File: src/rtl/instr_fetch_unit.sv
// Instruction fetch unit. It fetches one word per instruction from
// instruction memory and hands it to the control unit. It tracks the PC,
// re-issues a read that times out, and records each timeout in a sticky
// error flag.
module instr_fetch_unit #(
    parameter int DATA_W = 16
) (
    input  logic              clk,
    input  logic              rst,
    output logic [7:0]        imem_addr,
    output logic              imem_rd,
    input  logic [DATA_W-1:0] imem_data,
    input  logic              imem_valid,
    input  logic              cu_done,
    input  logic              pc_load,
    input  logic [15:0]       pc_din,
    output logic [15:0]       pc_value,
    output logic [DATA_W-1:0] instr,
    output logic              new_instr,
    output logic              fetch_err
);

    typedef enum logic [2:0] {
        S_IDLE  = 3'd0,
        S_REQ   = 3'd1,
        S_WAIT  = 3'd2,
        S_ISSUE = 3'd3,
        S_EXEC  = 3'd4
    } state_t;

    // The counter holds 14 on the 15th silent WAIT cycle, so that cycle
    // takes the counter to 15 and triggers the re-issue.
    localparam logic [3:0] WAIT_LAST = 4'd14;

    state_t             state;
    state_t             state_next;
    logic [15:0]        pc;
    logic [3:0]         wait_cnt;
    logic               load_instr;
    logic               inc_pc;
    logic               load_pc;
    logic               clr_cnt;
    logic               inc_cnt;
    logic               set_err;

    assign imem_addr = pc[7:0];
    assign pc_value  = pc;

    // State register
    always_ff @(posedge clk or posedge rst) begin
        if (rst) begin
            state <= S_IDLE;
        end else begin
            state <= state_next;
        end
    end

    // Next-state logic, strobes and datapath enables
    always_comb begin
        state_next = state;
        imem_rd    = 1'b0;
        new_instr  = 1'b0;
        load_instr = 1'b0;
        inc_pc     = 1'b0;
        load_pc    = 1'b0;
        clr_cnt    = 1'b0;
        inc_cnt    = 1'b0;
        set_err    = 1'b0;
        unique case (state)
            S_IDLE: begin
                state_next = S_REQ;
            end
            S_REQ: begin
                imem_rd    = 1'b1;
                clr_cnt    = 1'b1;
                state_next = S_WAIT;
            end
            S_WAIT: begin
                if (imem_valid) begin
                    load_instr = 1'b1;
                    state_next = S_ISSUE;
                end else begin
                    inc_cnt = 1'b1;
                    if (wait_cnt == WAIT_LAST) begin
                        set_err    = 1'b1;
                        state_next = S_REQ;
                    end
                end
            end
            S_ISSUE: begin
                new_instr  = 1'b1;
                inc_pc     = 1'b1;
                state_next = S_EXEC;
            end
            S_EXEC: begin
                load_pc = pc_load;
                if (cu_done) begin
                    state_next = S_REQ;
                end
            end
            default: begin
                state_next = S_IDLE;
            end
        endcase
    end

    // PC register: increments after issue and takes a branch target only in EXEC
    always_ff @(posedge clk or posedge rst) begin
        if (rst) begin
            pc <= 16'h0000;
        end else if (load_pc) begin
            pc <= pc_din;
        end else if (inc_pc) begin
            pc <= pc + 16'h0001;
        end
    end

    // Instruction register: captures data only when a WAIT cycle accepts it
    always_ff @(posedge clk or posedge rst) begin
        if (rst) begin
            instr <= '0;
        end else if (load_instr) begin
            instr <= imem_data;
        end
    end

    // Wait counter and sticky timeout flag
    always_ff @(posedge clk or posedge rst) begin
        if (rst) begin
            wait_cnt  <= 4'd0;
            fetch_err <= 1'b0;
        end else begin
            if (clr_cnt) begin
                wait_cnt <= 4'd0;
            end else if (inc_cnt) begin
                wait_cnt <= wait_cnt + 4'd1;
            end
            if (set_err) begin
                fetch_err <= 1'b1;
            end
        end
    end

endmodule

File: config.mk
export PLATFORM = sky130hd
export DESIGN_NAME = instr_fetch_unit
export DESIGN_NICKNAME = d
export VERILOG_FILES = /design/src/rtl/instr_fetch_unit.sv
export SDC_FILE = /design/constraint.sdc
export NUM_CORES = 1
export LEC_CHECK = 0
export ABC_AREA = 1
export CAP_MARGIN = 20
export CORE_MARGIN = 8
export CORE_UTILIZATION = 48
export DETAILED_ROUTE_END_ITERATION = 10
export GPL_TIMING_DRIVEN = 0
export PLACE_DENSITY = 0.93
export SETUP_SLACK_MARGIN = 0.15
export SLEW_MARGIN = 20
export SYNTH_ARGS = -nofsm -noshare
export SYNTH_HDL_FRONTEND = slang
export SYNTH_SLANG_ARGS = --single-unit
File: constraint.sdc
create_clock -name clk -period 4.2 [get_ports clk]
set_input_delay 0.84 -clock clk [delete_from_list [all_inputs] [get_ports clk]]
set_output_delay 0.84 -clock clk [all_outputs]
set_load 0.02 [all_outputs]
==> metrics <==
final hold viol count=0; crit path kind=reg -> out; area of the multi-input gates=995 sq um; setup_tns=0 ps; Reg clk slew, reported paths=80 ps; Post-synth EDFFs=0; max-slew violation count=0; GR Overflow Total=0; gpl congestion=0.918; crit share post-route=63.5%; die height=84.1 um; Synth Flop Type=dfrtp_1; Synth top cells by count=nand2_1 (61), dfrtp_1 (40), inv_1 (32); FILL cells=323; share of cells above drive strength 1=13.2%; H-tree Lvls=2; P&R area growth vs syn=43.5%; Cell Rows=24; number of global-route vias before repair=2,257; dpl cell area=3100 sq um; asr flop ratio synth=100%; Comb power frac=57.1%; Post-Syn Area per Cell=8.57 sq um; antenna violations before repair=0; register area=1000 sq um; CORE AREA=4410 sq um; crit path from=state[2]; Die ar.=7080 sq um; root buf cell=clkbuf_8; CTS tree=built; final instance area=3200 sq um; # diodes=0; worst vdd ir=0.458 mV; Tot GR Track Use=17.0%; hold buffer count at cts=0; Worst R2R End=pc_value[9]; Critical path destination=new_instr; synth warn=0; Antenna Nets Post-Route=0; Die Span X=84.1 um; clk sinks=40; critical path data arrival time=1830 ps; largest area contributor in the netlist=dfrtp_1; Static Leak=1.57 nW; beginning of the worst register-to-register path=state[0]; vias per cell=5.31; Int Power=0.00136 W; cts bufs inserted=5; worst-skew pair later-pin latency=290 ps; Max-cap violations=0; Power Dens Cells=737 nW/um^2; Setup Skew=4.01 ps; Clk pwr share=11.2%; Seq pwr share=31.7%; RSZ-0062 raised after global routing=no; Tmin final=2670 ps; final WL=5940 um; final setup violation count=0; Clock Tree Buf Depth=2; first-pass GRT wire length=10,100 um; Synth top area share=44.9%; vias post-DR=2,125; # Post-CTS Setup Buffers=0; DR WL/cell=14.8 um; R2R cell count=6; status=finished, final reports clean; fin nets=387; most frequent cell after synthesis=nand2_1; register area share after synthesis=44.9%; 1st-iter DRT viols=158; largest net degree at the start of global routing=25; Starting Density=50.5%; post-CTS resize count=0; post-synth net total=300; Rel. slew slack=74.4%; Setup crit end kind=output port; P_sw=0.000996 W; Switching Fraction=42.3%; DPL Wire Length=4520 um; critical-path maximum fanout=9; I/O Buffers=79; #FFs+latches synth=40; Worst Path Required=3360 ps; Pre-antenna DRT Iters=5; reg2reg setup slack=2640 ps; number of primary I/O pins=80; type of the worst min-delay path=reg -> reg; Cells after Synth=260; Cell Area, Synth=2230 sq um; Netlist cell types=31; drt drc=0; FMAX=375 MHz; Critical Path Start Type=flip-flop; Slew @ Worst Pin=383 ps; Synth area leaders=dfrtp_1 (45%), nand2_1 (10%), mux2_4 (6.1%)
==> logic make-up after synthesis <==
kind of cell | synth area share (%)
AO/OA/AOI/OAI | 7.98
XOR/XNOR | 1.97
adder cells (fa/ha/maj) | 1.69
buffers and inverters | 10.4
flip-flops | 44.9
multiplexers | 9.61
AND/OR/NAND/NOR | 23.4
==> metrics by stage <==
stage / total power (W) / worst slack, ps / hold WS (ps) / utilization, % / std cells
finish: 0.00236 / 1530 / 477 / 72.4 / 400
global route: 0.00253 / 1390 / 529 / 72.4 / 400
CTS: 0.00238 / 1500 / 490 / 72.4 / 400
detailed placement: 0.00210 / 1830 / 467 / 70.3 / 392
global placement: 0.00204 / 1580 / 461 / 69.8 / 391
floorplan: 0.00152 / 2440 / 534 / - / 260
==> worst min path at each step <==
stage / from / end / cells after the start
floorplan: wait_cnt[2] / wait_cnt[2] / 2
global placement: fetch_err / fetch_err / 1
detailed placement: fetch_err / fetch_err / 1
CTS: fetch_err / fetch_err / 1
global route: instr[7] / instr[7] / 1
finish: fetch_err / fetch_err / 1
==> per-layer routing <==
metal	up-vias	track usage, %	part of all wire [%]
met4	0	4.24	0.66
met5	-	0	0
met1	996	18.3	38
met2	114	28.3	49
met3	7	8.98	13
li1	1008	-	-
==> power groups by stage <==
stage	Combinational (W)	Sequential [W]	Clock [W]
6_report	0.00134	0.000747	0.000265
5_1_grt	0.00146	0.000778	0.000289
4_1_cts	0.00136	0.000747	0.000275
3_5_place_dp	0.00135	0.000751	0
3_3_place_gp	0.00130	0.000742	0
2_1_floorplan	0.000616	0.000906	0
==> cells in the final DEF (no fill, tap or decap), drive strengths merged <==
cell,synthesis,layout
clkdlybuf4s50,0,79
nand2,63,63
dfrtp,40,40
inv,34,34
nand3,26,26
o21ai,20,20
nor2,19,19
mux2,16,16
buf,13,14
clkbuf,0,6
xor2,4,4
nand4,4,4
a21oi,3,3
o21bai,3,3
ha,3,3
nor3,3,3
clkinv,1,3
nand3b,2,2
o211ai,2,2
xnor2,1,1
o221ai,1,1
a31oi,1,1
o211a,1,1
==> cell type report <==
| class | count | share of cell area (%) |
|---|---|---|
| plain buffers | 13 | 3.13 |
| inverters | 35 | 4.11 |
| multi-input cells | 172 | 31.1 |
| clock inverters | 2 | 0.313 |
| repair buffers | 80 | 25.4 |
| clock buffers | 6 | 2.58 |
| flip-flops and latches | 40 | 31.3 |
| well taps | 52 | 2.04 |
==> critical path: stages (launching register included) <==
cell,delay [ps]
dfrtp_1,430
inv_1,100
nand3_2,190
inv_1,180
clkdlybuf4s50_1,630
==> registers in the layout, indices dropped and copies added (netlist names) <==
name and count:
wait_cnt 4, instr 16, state 3, pc_value 16
fetch_err 1
No activity file was read; power rests on OpenSTA's default activity.
